<file path="config.mk">
export PLATFORM = sky130hd
export DESIGN_NAME = score_sequencer
export DESIGN_NICKNAME = d
export VERILOG_FILES = /design/src/rtl/score_sequencer.sv
export SDC_FILE = /design/constraint.sdc
export NUM_CORES = 1
export LEC_CHECK = 0
export ABC_AREA = 1
export BUFFER_PORTS_ARGS = -buffer_cell sky130_fd_sc_hd__buf_2
export CELL_PAD_IN_SITES_DETAIL_PLACEMENT = 1
export CELL_PAD_IN_SITES_GLOBAL_PLACEMENT = 1
export CORE_MARGIN = 4
export CORE_UTILIZATION = 39
export CTS_CLUSTER_DIAMETER = 40
export DETAILED_ROUTE_END_ITERATION = 8
export GPL_TIMING_DRIVEN = 0
export PLACE_DENSITY = 0.81
export SYNTH_ARGS = -nofsm -noshare
export SYNTH_HDL_FRONTEND = slang
export SYNTH_SLANG_ARGS = --single-unit
</file>
<file path="constraint.sdc">
create_clock -name clock -period 1.5 [get_ports clock]
set_input_delay 0.225 -clock clock [delete_from_list [all_inputs] [get_ports clock]]
set_output_delay 0.225 -clock clock [all_outputs]
set_load 0.005 [all_outputs]
</file>
<file path="src/rtl/score_sequencer.sv">
// score_sequencer: owns the two-digit score display value and issues single-cycle load strobes.
// Define SCORE_HIGH_EN to add the session high score, new_high and the OVER score/high flash.
module score_sequencer #(
  parameter int FLASH_CYCLES = 25_000_000,
  parameter int MAX_SCORE    = 99
) (
  input  logic       clock,
  input  logic       resetn,
  input  logic       game_start,
  input  logic       round_won,
  input  logic       game_over,
  output logic [7:0] number,
  output logic       change_score,
  output logic       new_high,
  output logic [1:0] phase
);
  typedef enum logic [1:0] {IDLE = 2'd0, PLAY = 2'd1, OVER = 2'd2} state_t;
  state_t     state_q, state_d;
  logic [6:0] score_q, score_d, disp_d;
  logic [7:0] number_q, number_d;
  logic       pending_q, push_d, change_q, new_high_q, new_high_d;
`ifdef SCORE_HIGH_EN
  localparam int CW = $clog2(FLASH_CYCLES);
  logic [6:0]    high_q, high_d;
  logic [CW-1:0] cnt_q, cnt_d;
  logic          show_high_q, show_high_d, wrap;
  assign wrap = cnt_q == CW'(FLASH_CYCLES - 1);
`else
  logic unused_flash;
  assign unused_flash = |FLASH_CYCLES;
`endif
  always_comb begin
    state_d    = state_q;
    score_d    = score_q;
    new_high_d = new_high_q;
    push_d     = pending_q;
`ifdef SCORE_HIGH_EN
    high_d      = high_q;
    cnt_d       = cnt_q;
    show_high_d = show_high_q;
`endif
    if (game_start) begin
      state_d    = PLAY;
      score_d    = '0;
      new_high_d = 1'b0;
      push_d     = 1'b1;
    end else if (game_over && state_q == PLAY) begin
      state_d = OVER;
      push_d  = 1'b1;
`ifdef SCORE_HIGH_EN
      if (score_q > high_q) begin
        high_d     = score_q;
        new_high_d = 1'b1;
      end
      cnt_d       = '0;
      show_high_d = 1'b0;
`endif
    end else if (round_won && state_q == PLAY) begin
      score_d = (score_q >= 7'(MAX_SCORE)) ? score_q : score_q + 7'd1;
      push_d  = 1'b1;
    end
`ifdef SCORE_HIGH_EN
    else if (state_q == OVER) begin
      cnt_d       = wrap ? '0 : cnt_q + CW'(1);
      show_high_d = show_high_q ^ wrap;
      push_d      = push_d | wrap;
    end
    disp_d = (state_d == IDLE) ? high_d :
             (state_d == PLAY) ? score_d :
             show_high_d ? high_d : score_d;
`else
    disp_d = (state_d == IDLE) ? 7'd0 : score_d;
`endif
    // Outputs are loaded with the post-edge display value so the strobe lands one edge after the event.
    number_d = push_d ? {1'b0, disp_d} : number_q;
  end
  always_ff @(posedge clock or negedge resetn) begin
    if (!resetn) begin
      state_q    <= IDLE;
      score_q    <= '0;
      pending_q  <= 1'b1;
      number_q   <= '0;
      change_q   <= 1'b0;
      new_high_q <= 1'b0;
`ifdef SCORE_HIGH_EN
      high_q      <= '0;
      cnt_q       <= '0;
      show_high_q <= 1'b0;
`endif
    end else begin
      state_q    <= state_d;
      score_q    <= score_d;
      pending_q  <= 1'b0;
      number_q   <= number_d;
      change_q   <= push_d;
      new_high_q <= new_high_d;
`ifdef SCORE_HIGH_EN
      high_q      <= high_d;
      cnt_q       <= cnt_d;
      show_high_q <= show_high_d;
`endif
    end
  end
  assign number       = number_q;
  assign change_score = change_q;
  assign new_high     = new_high_q;
  assign phase        = state_q;
endmodule

</file>
After elaboration in Yosys (flattened, before gate mapping)
Index checks and enable logic that the tools add are counted.

storage, ports and cells
  register bits = 18
  input bits = 5
  memories kept = 0
  logic and storage cells = 21
  output and inout port bits = 12
  memory bits (writable) = 0
  bits in latches = 0
  ROM bits = 0

operators by class
  add/sub/neg operators = 1
  multiply operators = 0
  bitwise logic cells = 0
  magnitude comparators = 1
  shift operators = 0
  reductions and logical operators = 3
  mux-type cells = 10
  equality and inequality tests = 1
  div/mod/pow operators = 0

operators with widths
  kind                                                       count
  2-to-1 mux 7 bit                                           5
  adder 7 x 1 -> 7 bit (second input constant)               1
  greater-or-equal comparator 7 bit (second input constant)  1
  2-to-1 mux 2 bit                                           2
  2-to-1 mux 1 bit                                           3
  == test 2 x 1 -> 1 bit (second input constant)             1
  logical AND 1 bit                                          2
  zero test 2 bit                                            1

Depth between registers and ports, before layout
  depth after elaboration = 6
  depth in mapped cells = 8

Least setup slack after synthesis
OpenSTA, ideal clock, no wires.

  kind = reg-to-reg
  from = register score_q[0]
  to = register number_q[1] (netlist: number[1])
  setup slack = 0.168 ns
  arrival time = 1.258 ns
  required time = 1.426 ns
  path buffers = 0
  period minus slack after synthesis = 1.332 ns
  stages on the path, launching flop included = 9
  path through = dfrtp_1 > ha_1 > nor2_1 > nand3_1 > nand2_2 > nand2_1 > nand2_1 > nand3_1 > o21ai_2

between the ends
  longest elaborated chain between the ends = 6

RTL lines
  what                                                                              RTL line  source
  start: declaration                                                                19        logic [6:0] score_q, score_d, disp_d;
  start signal: assignment                                                          92        score_q <= score_d;
  adder 7 x 1 -> 7 bit / greater-or-equal comparator 7 bit (equally long branches)  59        score_d = (score_q >= 7'(MAX_SCORE)) ? score_q : score_q + 7'd1;
  2-to-1 mux 7 bit (*)                                                              59
  2-to-1 mux 7 bit (*)                                                              58        end else if (round_won && state_q == PLAY) begin
  2-to-1 mux 7 bit (*)                                                              47        end else if (game_over && state_q == PLAY) begin
  2-to-1 mux 7 bit (*)                                                              42        if (game_start) begin
  2-to-1 mux 7 bit (*)                                                              72        disp_d = (state_d == IDLE) ? 7'd0 : score_d;
  end signal: assignment                                                            94        number_q <= number_d;
  end: declaration                                                                  20        logic [7:0] number_q, number_d;

Every way passes the cells marked *; elsewhere a longest branch is shown, timed or not.
A chain may end at the register's enable or synchronous reset.

Worst setup path in the final report
  from = register score_q[1]
  to = register number_q[0] (netlist: number[0])

between the ends
  longest elaborated chain between the ends = 6

RTL lines
  what                               RTL line
  greater-or-equal comparator 7 bit  59
  2-to-1 mux 7 bit                   59
  2-to-1 mux 7 bit                   58
  2-to-1 mux 7 bit                   47
  2-to-1 mux 7 bit                   42
  2-to-1 mux 7 bit                   72

Every way passes these cells.

==> metrics.txt <==
Num CTS Buffers=3; Hold Slack=0.0882 ns; Fmax=709 MHz; mux cell area share after synthesis=0%; status=completed; Layout area overhead=21.6%; Die Area=0.00327 mm²; Post-Synth Simple-Gate Area=36.1%; Cell Area, Synth=942 µm²; Routed WL per cell=13.2 µm; ANT cells=0; hpwl dp=1600 µm; Final Wtd Congestion=0.708; largest net degree at the start of global routing=19; Post-synth ARST share=between 90% and 100%; post-synthesis register bit count=18; Seq/Total Area, Yosys=47.9%; largest family of logic cells by synthesized area=simple AND/OR/NAND/NOR gates; # DRC=0; gr busiest metal=met2; CTS tree=done; CTS HTree Levels=1; Port Buf Inserts=14; met1 Use GR=approximately 20%; path depth of the worst reg2reg path=8; Detail Route Antenna Nets=0; initial antenna violation count=0; I/O pins=17; Synth Area in Compound Gates=3.05%; met2 usage=24.8%; crit start category=flip-flop; post-synth top area share=45.2%; PwrDens=about 840 mW/mm²; final worst-path cycle share=94.0%; Total Wirelength=2250 µm; Clock Path Buffers=2; HP Class=in2reg; P_leak=a little under 0.7 nW; Crit Path Class=reg2reg; global route total overflow=0; FP Rows=17; critical path arrival=1.64 ns; chip height=roughly 57 µm; Pre-antenna DRT Iters=4; worst-path maximum fanout=5; Starting DRT DRC Count=4; Peak VDD IR=0.833 mV; r2r endpoint=number[0]; flop2flop setup slack=~0.091 ns; RSZ-0062 raised after global routing=yes; M3 GR Usage=1.81%; worst reg2reg path startpoint=score_q[1]; Crit. Startpoint=score_q[1]; vias=840; XOR/XNOR Fraction of Synth Area=0%; final setup violating endpoints=0; synth warn=0; CTS Sinks=18; Setup crit end kind=flip-flop; largest cells by area after synthesis=dfrtp_1 (45%), nand2_1 (12%), inv_1 (8.4%), nand3_1 (7.4%), nand4_1 (4.0%); Nets=150; Slew Viols, Final=0; core area=between 0.002 and 0.0025 mm²; Setup crit end=number[0]; Yosys top cell by area=dfrtp_1; synth unique cells=23; Layout Skew=0.00482 ns; first-pass GRT wire length=3950 µm; vias in the first global route=around 880; final hold vios=0; clock-pin slew on the worst setup and hold paths=0.10 ns; die width=57.2 µm; Min Clock Period, post-route=1.41 ns; PnR Total Power=0.964 mW; clock root buffer=clkbuf_4; share of cells above drive strength 1=28.7%; DP Area=about 0.0011 mm²; gr usage total=15.6%; top-count cell post-synth=nand2_1; Post-synth EDFFs=0; max_cap viols=0; worst-skew pair later-pin latency=roughly 0.3 ns; synth cell count leaders=nand2_1 (30), inv_1 (21), dfrtp_1 (17); Synth Area in Adders=about 1.3%; vias per cell=a little under 5; Starting Density=about two fifths; top_reg_cell synth=dfrtp_1; WP data required=1.73 ns; post-route design area=0.00115 mm²; cells after synthesis=roughly 120; Syn Area/Cell=7.92 µm²
## power breakdown
part           internal, mW  switching, mW
sequential            0.514         0.0206
clock                 0.104          0.148
combinational        0.0654          0.113
total                 0.683          0.281
## what timing repair did
action | 4_1_cts | 5_1_grt
hold buffers | 1 | 0
endpoints found under the setup margin | 3 | 11
cloned | 1 | 0
gates resized for setup | 2 | 8
endpoints found under the hold margin | 17 | 0
pin swaps | 1 | 6
setup buffers | 2 | 0
## worst max-delay path, cell delays in order (launching register included)
cell and delay, ns:
dfrtp_1 0.40, ha_2 0.21, nor2_2 0.09, nand3_2 0.14, nand2_4 0.12, nand2_2 0.06
nand2_1 0.09, nand3_2 0.08, o21ai_2 0.16
## cells by family after synthesis
logic type / Yosys count
flops: 18
compound gates: 5
buf+inv: 26
fa+ha+maj: 1
simple gates: 68
other cells: 1
## worst min path at each step
stage | cells past startpoint | start | end | slack [ns]
3_5_place_dp | 1 | resetn | change_score | 0.17
4_1_cts | 2 | game_start | phase[1] | 0.09
5_1_grt | 2 | game_start | phase[1] | 0.08
6_report | 2 | game_start | phase[1] | 0.09
2_1_floorplan | 0 | resetn | change_score | -0.07
3_3_place_gp | 1 | resetn | change_score | 0.17
## state kept, by name, indices dropped and copies added (netlist names)
name,cells
score_q,7
number,7
phase,2
pending_q,1
change_score,1
## layer usage
metal / up-vias / part of all wire (%)
met5: - / 0
met4: 0 / 2.8
met3: 4 / 1.6
met2: 10 / 49
met1: 406 / 46
li1: 420 / -
## per-stage QoR
| stage | utilization (%) | TNS [ns] | setup slack, ns | std cells |
|---|---|---|---|---|
| global placement | 46.8 | 0 | 0.0119 | 163 |
| CTS | 49.8 | 0 | 0.0146 | 171 |
| global route | 50.8 | -0.0489 | -0.0206 | 171 |
| detailed placement | 46.8 | -0.0715 | -0.0427 | 163 |
| floorplan | - | 0 | 0.168 | 121 |
| finish | 50.8 | 0 | 0.0906 | 171 |
## cell type report
cell class / instances / area [µm²]
fill: 313 / 1110
clock buffer: 4 / 26.3
inverter: 23 / 86.3
sequential: 18 / 452
multi-input combinational: 78 / 433
tap: 28 / 35.0
timing repair buffer: 17 / 95.1
buffer: 3 / 18.8
## placed cells by master, fill, tap and decap left out, types with 2 or more instances in the layout
cell type  count
dfrtp_1       17
o21ai_2        2
and3_1         3
nand4_1        6
conb_1         3
inv_2          3
nand3_2        5
clkbuf_4       3
nand3_1       11
clkbuf_1       2
inv_1         20
nor2_2         2
nor2_1         5
nand2_1       29
buf_4          4
nand2_2        2
buf_2         14
nor2_4         2
Note: power is estimated with default switching activity, not from simulation.
